## src/rtl/sram_mem_controller_pkg.sv

```systemverilog
// Shared definitions for the memory-stage SRAM controller: bus widths,
// the byte address that maps to SRAM word 0, and the controller state encoding.
package sram_mem_controller_pkg;

  localparam int REGISTER_LEN  = 32;
  localparam int SRAM_ADDR_LEN = 18;
  localparam int SRAM_DATA_LEN = 16;

  localparam logic [REGISTER_LEN-1:0] SRAM_BASE = 32'd1024;

  typedef enum logic [2:0] {
    ST_IDLE = 3'd0,
    ST_LO   = 3'd1,
    ST_HI   = 3'd2,
    ST_WAIT = 3'd3,
    ST_DONE = 3'd4
  } state_e;

endpackage

```

## src/rtl/sram_mem_controller.sv

```systemverilog
// Memory-stage controller: splits each 32-bit load/store into a low and a high
// 16-bit SRAM cycle followed by a settle wait, holding ready low meanwhile so
// the pipeline stays frozen until the access completes.
module sram_mem_controller
  import sram_mem_controller_pkg::*;
#(
  parameter int unsigned               WAIT_CYCLES = 2,
  parameter logic [REGISTER_LEN-1:0]   SRAM_BASE   = sram_mem_controller_pkg::SRAM_BASE
) (
  input  logic                      clk,
  input  logic                      rst,
  input  logic                      mem_read_in,
  input  logic                      mem_write_in,
  input  logic [REGISTER_LEN-1:0]   address,
  input  logic [REGISTER_LEN-1:0]   write_data,
  output logic [REGISTER_LEN-1:0]   read_data,
  output logic                      ready,
  output logic [SRAM_ADDR_LEN-1:0]  sram_addr,
  output logic [SRAM_DATA_LEN-1:0]  sram_dq_out,
  output logic                      sram_dq_oe,
  input  logic [SRAM_DATA_LEN-1:0]  sram_dq_in,
  output logic                      sram_we_n
);

  // Counter reload value when entering the settle wait (WAIT_CYCLES is 1..15).
  localparam logic [3:0] WAIT_LOAD = 4'(WAIT_CYCLES - 1);

  state_e                    state_q, state_d;
  logic [3:0]                cnt_q, cnt_d;
  logic                      is_write_q, is_write_d;
  logic [REGISTER_LEN-1:0]   read_data_q, read_data_d;

  logic                      request;
  logic [REGISTER_LEN-1:0]   word;
  logic [16:0]               word_idx;
  logic                      unused_addr_bits;

  // A simultaneous read and write request is treated as a write.
  assign request  = mem_read_in | mem_write_in;

  // Byte offset into SRAM; wraps mod 2^32 and aliases out-of-range addresses.
  assign word     = address - SRAM_BASE;
  assign word_idx = word[18:2];
  assign unused_addr_bits = ^{word[31:19], word[1:0]};

  assign read_data = read_data_q;

  // State register, wait counter, latched access kind and loaded word.
  always_ff @(posedge clk) begin
    if (!rst) begin
      state_q     <= ST_IDLE;
      cnt_q       <= 4'd0;
      is_write_q  <= 1'b0;
      read_data_q <= '0;
    end else begin
      state_q     <= state_d;
      cnt_q       <= cnt_d;
      is_write_q  <= is_write_d;
      read_data_q <= read_data_d;
    end
  end

  // Next-state logic: IDLE -> LO -> HI -> WAIT (x WAIT_CYCLES) -> DONE -> IDLE.
  always_comb begin
    state_d     = state_q;
    cnt_d       = cnt_q;
    is_write_d  = is_write_q;
    read_data_d = read_data_q;
    unique case (state_q)
      ST_IDLE: begin
        if (request) begin
          state_d    = ST_LO;
          is_write_d = mem_write_in;
        end
      end
      ST_LO: begin
        state_d = ST_HI;
        if (!is_write_q) read_data_d[15:0] = sram_dq_in;
      end
      ST_HI: begin
        state_d = ST_WAIT;
        cnt_d   = WAIT_LOAD;
        if (!is_write_q) read_data_d[31:16] = sram_dq_in;
      end
      ST_WAIT: begin
        if (cnt_q == 4'd0) begin
          state_d = ST_DONE;
        end else begin
          cnt_d = cnt_q - 4'd1;
        end
      end
      ST_DONE: begin
        state_d = ST_IDLE;
      end
      default: begin
        state_d = ST_IDLE;
      end
    endcase
  end

  // Output decode: SRAM bus controls per state plus the pipeline ready flag.
  // The write strobe and bus drive are suppressed while reset is asserted so a
  // reset landing mid-store does not complete the half-word being strobed.
  always_comb begin
    sram_addr   = '0;
    sram_dq_out = '0;
    sram_dq_oe  = 1'b0;
    sram_we_n   = 1'b1;
    ready       = 1'b0;
    unique case (state_q)
      ST_IDLE: begin
        ready = !request;
      end
      ST_LO: begin
        sram_addr = {word_idx, 1'b0};
        if (is_write_q) begin
          sram_dq_out = write_data[15:0];
          sram_dq_oe  = rst;
          sram_we_n   = !rst;
        end
      end
      ST_HI: begin
        sram_addr = {word_idx, 1'b1};
        if (is_write_q) begin
          sram_dq_out = write_data[31:16];
          sram_dq_oe  = rst;
          sram_we_n   = !rst;
        end
      end
      ST_WAIT: begin
        sram_addr = {word_idx, 1'b1};
      end
      ST_DONE: begin
        ready = 1'b1;
      end
      default: begin
        ready = 1'b0;
      end
    endcase
  end

endmodule

```

## config.mk

```make
export PLATFORM = sky130hd
export DESIGN_NAME = sram_mem_controller
export DESIGN_NICKNAME = d
export VERILOG_FILES = /design/src/rtl/sram_mem_controller_pkg.sv /design/src/rtl/sram_mem_controller.sv
export SDC_FILE = /design/constraint.sdc
export NUM_CORES = 1
export LEC_CHECK = 0
export CAP_MARGIN = 40
export CORE_MARGIN = 2
export CORE_UTILIZATION = 27
export DETAILED_ROUTE_END_ITERATION = 6
export SYNTH_ARGS = -nofsm -noshare
export SYNTH_HDL_FRONTEND = slang
export SYNTH_SLANG_ARGS = --single-unit
```

## constraint.sdc

```tcl
create_clock -name clk -period 2.16 [get_ports clk]
set_input_delay 0.216 -clock clk [delete_from_list [all_inputs] [get_ports clk]]
set_output_delay 0.216 -clock clk [all_outputs]
set_load 0.01 [all_outputs]
```

==> results of run 1 <==
-- registers in the layout (all words and copies together) (netlist names) --
name and count:
read_data 32, state_q 3, cnt_q 4, is_write_q 1
-- power by group through the flow --
stage                     registers, W  clock network, W  logic, W
final                         0.000831          0.000493  0.000731
after detailed placement      0.000847                 0  0.000739
after global placement        0.000845                 0  0.000731
after CTS                     0.000832          0.000516  0.000739
after floorplan               0.000853                 0  0.000319
after global routing          0.000840          0.000545  0.000796
-- timing repair --
item,CTS,global route
setup endpoints to repair,23,20
gates resized for setup,9,17
buffers inserted,1,1
-- layer usage --
metal | vias to the layer above | GRT usage (%) | part of all wire (%)
met5 | - | 0 | 0
met4 | 0 | 4.23 | 1.5
met3 | 10 | 4.09 | 9.4
met2 | 92 | 23.6 | 46
met1 | 1120 | 18.7 | 43
li1 | 1264 | - | -
-- cells by family after synthesis --
logic type,synth area share (%)
DFF,36.8
and+or+nand+nor,34.1
muxes,1.38
AOI/OAI and AO/OA,18.8
adders and majority gates,1.72
buffers and inverters,6.09
xor gates and xnor gates,1.21
-- through the flow --
stage	hold slack, ns	utilization [%]
5_1_grt	0.424	50.0
6_report	0.371	50.0
3_5_place_dp	0.444	47.9
2_1_floorplan	0.346	-
3_3_place_gp	0.438	47.9
4_1_cts	0.368	49.2
-- placed cells by master, fill, tap and decap left out, types with 3 or more instances in the layout --
cell type and n:
a22oi_1 16, buf_4 15, clkbuf_8 5, nand3_1 35
buf_6 3, a31o_2 3, nor3_1 9, xnor2_1 3
inv_1 8, mux2i_1 3, nor2_1 13, dfxtp_1 38
o21ai_0 32, dlygate4sd2_1 4, clkdlybuf4s50_1 120, nand2_1 37
dlymetal6s2s_1 12, ha_1 3, nand2b_1 4, and2_1 8
nor2b_1 18
-- worst max-delay path: stages (launching register included) --
cell and delay, ns:
dfxtp_1 0.40, nor3b_4 0.24, buf_12 0.17, a22oi_1 0.09, nor2b_1 0.12, clkdlybuf4s50_1 0.54
-- area by class of cell --
class	instances	area (um2)	share of cell area (%)
timing repair buffer	156	1560	40.1
tap	102	128	3.29
sequential	40	808	20.8
clock buffer	5	68.8	1.77
inverter	8	30.0	0.773
clock inverter	3	18.8	0.483
multi-input combinational	212	1270	32.8
-- path summary, 6_finish.rpt --
| kind | slack, ns | to | from |
|---|---|---|---|
| worst max-delay path | 0.08 | sram_dq_out[0] | state_q[2]$_SDFFE_PN0P_ |
| worst min register to register | 0.45 | read_data[30]$_SDFFE_PN0P_ | read_data[30]$_SDFFE_PN0P_ |
| worst min-delay path | 0.37 | is_write_q$_SDFFE_PN0P_ | rst |
| worst max register to register | 0.56 | cnt_q[1]$_SDFFE_PN0P_ | cnt_q[0]$_SDFFE_PN0P_ |
==> results.json, run 1 <==
{
  "outcome": "completed",
  "clk_transition_reported_paths_ns": 0.08,
  "antenna_cells": 0,
  "syn_avg_cell_area_um2": 7.72,
  "netlist_area_um2": 2180,
  "io_buffers": 137,
  "via_count": 2486,
  "start_kind": "flip-flop",
  "gp_congestion": 0.724,
  "synthTopCellsByCount": "dfxtp_1 (40), nand2_1 (37), nand3_1 (35)",
  "hpwl_um": 5130,
  "synth.area.top_cells": "dfxtp_1 (37%), nand3_1 (8.0%), o21ai_0 (7.4%)",
  "grt_pass1_vias": 2158,
  "ys_ff_latch": 40,
  "p_leak_nw": 1.54,
  "setup_viol": 0,
  "dpl.cell_count": 516,
  "fin_nets": 510,
  "cts_tree": "yes",
  "synth.distinct_cells": 40,
  "power_density_nw_per_um2": 529,
  "rsz0062_at_grt": "false",
  "cts_inserted_buffers": 5,
  "syn_inst": 282,
  "ys.flop_type": "dfxtp_1",
  "drv_cap": 0,
  "die_w_um": 93.8,
  "slew_headroom_pct": 55.9,
  "die_h_um": 93.8,
  "drv_slew": 0,
  "synth.largest_area_cell": "dfxtp_1",
  "design_area_um2": 3880,
  "intPower_w": 0.00143,
  "tightest_slew_ns": 0.662,
  "synth.most_common_cell": "dfxtp_1",
  "finalPower_w": 0.00206,
  "swShare_pct": 30.4,
  "fp.coreArea_um2": 7770,
  "cp-end-kind": "primary output",
  "yosysWarnings": 0,
  "drt_iter0_markers": 105,
  "crit_required_ns": 1.94,
  "hold_class": "primary input to flip-flop",
  "final.min_clock_period_ns": 2.08,
  "clkSinkCount": 40,
  "cts_root_buf": "clkbuf_8",
  "synth-seq-area-share_pct": 36.8,
  "power_frac_comb_pct": 35.6,
  "clk-insertion-delay-late_ns": 0.29,
  "num_rows": 32,
  "finalCritPeriodShare_pct": 96.4,
  "pwr-share-seq_pct": 40.4,
  "placedInstanceArea_um2": 3720,
  "ios": 153,
  "grtUsageTotal_pct": 14.5,
  "hold_violations": 0,
  "crit_fanout": 17,
  "fin_ws_ns": 0.0768,
  "drc": 0,
  "max_freq_ghz": 0.480,
  "vias_per_cell": 4.73,
  "r2r_cells": 5,
  "drive_gt1_share_pct": 9.67,
  "hold_buffers": 0,
  "grt_max_degree": 73,
  "h-tree-depth": 2,
  "dr.pass1.iters": 4,
  "grt_pass1_wl_um": 10500,
  "layout.cells.non_filler": 526,
  "critical_path_class": "flip-flop to primary output",
  "overflow": 0,
  "syn_nets": 369,
  "p_sw_w": 0.000624,
  "synth_top_area_share_pct": 36.8,
  "peakVddDrop_mv": 0.454,
  "crit_arrival_ns": 1.87,
  "preCtsSetupSlack_ns": -0.175,
  "async_reset_ff_share_pct": 0,
  "antenna_found_initial": 0,
  "fill_cells": 761,
  "syn2layout_area_growth_pct": 78.3,
  "p_clk_share_pct": 24.0,
  "start_util_pct": 28.0,
  "antenna_left": 0,
  "final.setup.tns_ns": 0,
  "min_path_cells": 4,
  "synth_edf_count": 0,
  "wl_per_cell_um": 13.0,
  "routed_wl_um": 6850,
  "skew_ns": 0.00606,
  "cts_buffer_depth": 2,
  "die_area_um2": 8800
}
(Power assumes the default switching activity.)
==> run 2: changes to the inputs <==
--- a/config.mk
+++ b/config.mk
@@ -9,6 +9,7 @@
 export CORE_MARGIN = 2
 export CORE_UTILIZATION = 27
 export DETAILED_ROUTE_END_ITERATION = 6
+export PLACE_DENSITY = 0.75
 export SYNTH_ARGS = -nofsm -noshare
 export SYNTH_HDL_FRONTEND = slang
 export SYNTH_SLANG_ARGS = --single-unit
==> run 2 against run 1 <==
Effect of this change: critical path depth rose by 1; sequential cell count did not move; sequential power barely moved; hold slack got worse by 0.086 ns; die area did not move; first-iteration DRC count fell by 17%; register-to-register slack got worse by 0.02 ns; fmax rose by 0.54%; critical endpoint is now sram_addr[11].
==> results.json, run 2 (synthesis results as in run 1) <==
{
  "outcome": "completed",
  "fill_cells": 761,
  "power_density_nw_per_um2": 557,
  "fin_nets": 507,
  "p_leak_nw": 1.64,
  "die_h_um": 93.8,
  "gp_congestion": 0.765,
  "start_kind": "primary input",
  "ios": 153,
  "wl_per_cell_um": 13.3,
  "cts_buffer_depth": 2,
  "crit_fanout": 5,
  "final.setup.tns_ns": 0,
  "skew_ns": 0.00425,
  "antenna_cells": 0,
  "cts_inserted_buffers": 5,
  "dr.pass1.iters": 5,
  "grtUsageTotal_pct": 14.8,
  "syn2layout_area_growth_pct": 77.4,
  "num_rows": 32,
  "vias_per_cell": 4.75,
  "dr_wl_met2_um": 3410,
  "drv_slew": 0,
  "hold_violations": 0,
  "overflow": 0,
  "rsz0062_at_grt": "false",
  "cp-end-kind": "primary output",
  "clk-insertion-delay-late_ns": 0.29,
  "final_cell_mix": "clkdlybuf4s50_1 (113), dfxtp_1 (38), nand2_1 (37)",
  "tightest_slew_ns": 0.635,
  "regArea_um2": 806,
  "crit_path_frequent_cell": "clkdlybuf4s50_1",
  "clk_transition_reported_paths_ns": 0.08,
  "max_stage_delay_ns": 0.56,
  "drt_iter0_markers": 87,
  "design_area_um2": 3860,
  "critical_path_class": "primary input to primary output",
  "clkSinkCount": 40,
  "multiInputGateArea_um2": 1260,
  "crit_buf_inv": 3,
  "die_area_um2": 8800,
  "antenna_found_initial": 0,
  "hold_class": "primary input to flip-flop",
  "met3_length_um": 734,
  "hold_buffers": 0,
  "finalCritPeriodShare_pct": 95.9,
  "drv_cap": 0,
  "finalPower_w": 0.00215,
  "grt_max_degree": 65,
  "largest_reg_flops": 32,
  "h-tree-depth": 2,
  "start_util_pct": 28.0,
  "slew_headroom_pct": 57.6,
  "hpwl_um": 5180,
  "antenna_left": 0,
  "crit_arrival_ns": 1.86,
  "critical_path.top_delay_family": "buffers and inverters",
  "drive_gt1_share_pct": 9.26,
  "cts_root_buf": "clkbuf_8",
  "setup_viol": 0,
  "peakVddDrop_mv": 0.375,
  "wl_met1_um": 2820,
  "crit_required_ns": 1.94,
  "placedInstanceArea_um2": 3700,
  "final_common_cell": "clkdlybuf4s50_1",
  "cts_tree": "yes",
  "grt_pass1_vias": 2292,
  "grt_pass1_wl_um": 10600,
  "post_cts_buffers": 0,
  "routed_wl_um": 6980,
  "fp.coreArea_um2": 7770,
  "slowest_stage": "clkdlybuf4s50_1",
  "drc": 0,
  "max_freq_ghz": 0.483,
  "via_count": 2484,
  "highest-signal-layer": "met4",
  "cp_cell_sequence": "clkdlybuf4s50_1 -> inv_1 -> ha_1 -> xnor2_1 -> nor2_1 -> clkdlybuf4s50_1",
  "io_buffers": 137,
  "die_w_um": 93.8,
  "final.min_clock_period_ns": 2.07
}
## run 2: cell types whose count changed in the layout (fill, tap and decap cells not counted), sizes merged
cell,delta
buf,-3
bufinv,+1
clkbuf,+1
clkdlybuf4s50,-7
clkinv,-2
clkinvlp,+1
dlygate4sd2,+1
dlymetal6s2s,+5
## run 2: path summary, 6_finish.rpt
check	depth (start not counted)	from	endpoint	slack, ns
worst max-delay path	6	address[10]	sram_addr[11]	0.09
worst min-delay path	3	rst	cnt_q[0]$_SDFFE_PN0P_	0.29
worst max register to register	5	cnt_q[0]$_SDFFE_PN0P_	cnt_q[0]$_SDFFE_PN0P_	0.54
worst min register to register	2	read_data[29]$_SDFFE_PN0P_	read_data[29]$_SDFFE_PN0P_	0.46
## run 2: worst register-to-register path, delay by kind of cell, from the launching register on
| family | cells | cell delay, ns |
|---|---|---|
| compound gates | 1 | 0.26 |
| fa+ha+maj | 1 | 0.18 |
| buf+inv | 1 | 0.10 |
| flops | 1 | 0.33 |
| simple gates | 2 | 0.66 |
## run 2: cell type report
cell class	instances	area share (%)
timing repair buffer	153	39.5
multi-input combinational	212	32.7
sequential	40	20.8
tap	102	3.30
clock buffer	5	1.78
clock inverter	3	1.10
inverter	8	0.777
## run 2: what timing repair did
item | 4_1_cts | 5_1_grt
resized for setup | 13 | 19
endpoints found under the setup margin | 23 | 18
pin swaps | 0 | 0
cloned | 0 | 0
## run 2: power by group
| part | leakage [nW] | switching [W] | internal [W] | total (W) |
|---|---|---|---|---|
| clock | 0.0541 | 0.000262 | 0.000342 | 0.000604 |
| sequential | 0.327 | 0.0000403 | 0.000791 | 0.000831 |
| combinational | 1.26 | 0.000317 | 0.000402 | 0.000720 |
| total | 1.64 | 0.000619 | 0.00153 | 0.00215 |
## run 2: per-layer routing
layer	vias up	global-route usage [%]
li1	1263	-
met1	1129	16.7
met5	-	0
met2	90	26.2
met4	0	1.81
met3	2	6.82
## run 2: per-stage QoR
step | worst slack (ns) | hold WS [ns] | util (%) | std cells
final | 0.0879 | 0.285 | 49.8 | 523
after CTS | 0.0114 | 0.277 | 49.3 | 523
after floorplan | 0.642 | 0.346 | - | 282
after global routing | 0.00380 | 0.275 | 49.8 | 523
after detailed placement | -0.241 | 0.448 | 47.6 | 515
after global placement | -0.165 | 0.438 | 47.6 | 515
==> run 3: changes to the inputs <==
--- a/config.mk
+++ b/config.mk
@@ -6,10 +6,13 @@
 export NUM_CORES = 1
 export LEC_CHECK = 0
 export CAP_MARGIN = 40
+export CELL_PAD_IN_SITES_DETAIL_PLACEMENT = 0
+export CELL_PAD_IN_SITES_GLOBAL_PLACEMENT = 2
 export CORE_MARGIN = 2
-export CORE_UTILIZATION = 27
+export CORE_UTILIZATION = 19
 export DETAILED_ROUTE_END_ITERATION = 6
-export PLACE_DENSITY = 0.75
+export PLACE_DENSITY = 0.95
+export RECOVER_POWER = 25
 export SYNTH_ARGS = -nofsm -noshare
 export SYNTH_HDL_FRONTEND = slang
 export SYNTH_SLANG_ARGS = --single-unit
==> run 3 against run 2 <==
Effect of this change: combinational power hardly changed; cell count is 8.6% higher; clock power is 22% higher; register-to-register slack worse by 0.13 ns; die area is 40% higher; global-route usage is 3.8 points lower; largest cell class unchanged; critical path type unchanged; fmax is 0.17% higher; critical path depth is 1 lower; utilization is 15 points lower; final area is 3.0% higher; non-clock buffer count is 4 higher; clock skew is 0.0013 ns lower.
==> results.json, run 3 (synthesis results as in run 1) <==
{
  "outcome": "completed",
  "cts_buffer_depth": 2,
  "finalPower_w": 0.00229,
  "die_h_um": 111,
  "power_density_nw_per_um2": 576,
  "clkSinkCount": 40,
  "tightest_slew_ns": 0.629,
  "final_util_pct": 35.2,
  "drive_gt1_share_pct": 10.4,
  "final.min_clock_period_ns": 2.07,
  "start_kind": "primary input",
  "via_count": 2464,
  "rsz0062_at_grt": "true",
  "syn2layout_area_growth_pct": 82.7,
  "fin_nets": 511,
  "crit_required_ns": 1.94,
  "peakVddDrop_mv": 0.371,
  "h-tree-depth": 2,
  "cts_tree": "yes",
  "clk-insertion-delay-late_ns": 0.27,
  "max_freq_ghz": 0.483,
  "ios": 153,
  "cts_inserted_buffers": 5,
  "final_common_cell": "clkdlybuf4s50_1",
  "crit_arrival_ns": 1.85,
  "antenna_left": 0,
  "gp_congestion": 0.795,
  "grt_pass1_vias": 2386,
  "routed_wl_um": 7190,
  "cp-end-kind": "primary output",
  "wl_per_cell_um": 12.7,
  "die_w_um": 111,
  "drc": 0,
  "skew_ns": 0.00290,
  "grt_max_degree": 42,
  "drv_cap": 0,
  "io_buffers": 137,
  "finalCritPeriodShare_pct": 95.8,
  "crit_fanout": 2,
  "clk_transition_reported_paths_ns": 0.06,
  "overflow": 0,
  "antenna_cells": 0,
  "rrSetupSlack_ns": 0.41,
  "drv_slew": 0,
  "p_leak_nw": 1.62,
  "fp.coreArea_um2": 11300,
  "hpwl_um": 5420,
  "cts_root_buf": "clkbuf_16",
  "num_rows": 39,
  "drt_iter0_markers": 137,
  "grt_pass1_wl_um": 11600,
  "hold_class": "primary input to flip-flop",
  "largest_reg_flops": 32,
  "setup_viol": 0,
  "hold_violations": 0,
  "start_util_pct": 19.2,
  "hold_buffers": 0,
  "final_cell_mix": "clkdlybuf4s50_1 (99), nand2_1 (37), dfxtp_1 (36)",
  "antenna_found_initial": 0,
  "vias_per_cell": 4.34,
  "die_area_um2": 12300,
  "critical_path_class": "primary input to primary output",
  "dr.pass1.iters": 5,
  "slew_headroom_pct": 58.0,
  "grtUsageTotal_pct": 11.1
}
[run 3: cell count changes in the layout (fill, tap and decap cells not counted), sizes merged]
| cell | before | now |
|---|---|---|
| dlygate4sd2 | 5 | 3 |
| clkbuf | 6 | 8 |
| buf | 17 | 20 |
| clkdlybuf4s50 | 113 | 99 |
| clkinvlp | 1 | 0 |
| clkdlybuf4s15 | 0 | 1 |
| dlygate4sd3 | 0 | 23 |
| clkinv | 1 | 2 |
| dlymetal6s2s | 17 | 9 |
| bufinv | 1 | 0 |
[run 3: layer usage]
| layer | part of all wire (%) | global-route usage [%] | vias to the layer above |
|---|---|---|---|
| li1 | - | - | 1271 |
| met1 | 45 | 13.9 | 1118 |
| met2 | 49 | 19.7 | 73 |
| met3 | 6.1 | 2.95 | 2 |
| met4 | 0.19 | 1.23 | 0 |
| met5 | 0 | 0 | - |
[run 3: layout make-up]
class                   count  area (um2)
well taps                 143         179
inverters                   8        30.0
fillers                  1175        7340
flip-flops and latches     40         811
clock buffers               6         139
repair buffers            157        1540
clock inverters             2        10.0
multi-input cells         212        1270
[run 3: path summary, 6_finish.rpt]
path                                    from  cells after the start                    endpoint
setup / recovery                 address[12]                      5               sram_addr[14]
hold / removal                           rst                      4     is_write_q$_SDFFE_PN0P_
setup reg to reg     state_q[0]$_SDFFE_PN0P_                      5  read_data[12]$_SDFFE_PN0P_
hold reg to reg   read_data[29]$_SDFFE_PN0P_                      2  read_data[29]$_SDFFE_PN0P_
[run 3: critical path, stage by stage]
cell             delay (ns)
clkdlybuf4s50_1        0.41
or3_1                  0.39
or4_1                  0.41
a21oi_1                0.14
dlygate4sd2_1          0.28
[run 3: repair_timing]
item | CTS | global route
cloned | 0 | 1
setup endpoints to repair | 23 | 19
pin swaps | 0 | 1
setup buffers | 1 | 0
gates resized for setup | 11 | 20
[run 3: where the power goes]
part	internal [W]	total, W	leakage (nW)	switching, W
logic	0.000401	0.000718	1.22	0.000317
clock network	0.000455	0.000738	0.0766	0.000283
registers	0.000792	0.000836	0.328	0.0000438
[run 3: per-stage QoR]
stage	instances	hold slack (ns)	cell area (um2)	setup TNS, ns	setup slack (ns)
finish	568	0.390	3980	0	0.0915
global route	568	0.476	3980	-0.00232	-0.00176
CTS	567	0.394	3930	0	0.000857
detailed placement	558	0.444	3760	-0.568	-0.184
global placement	558	0.442	3760	-0.584	-0.179
floorplan	282	0.346	2180	0	0.642
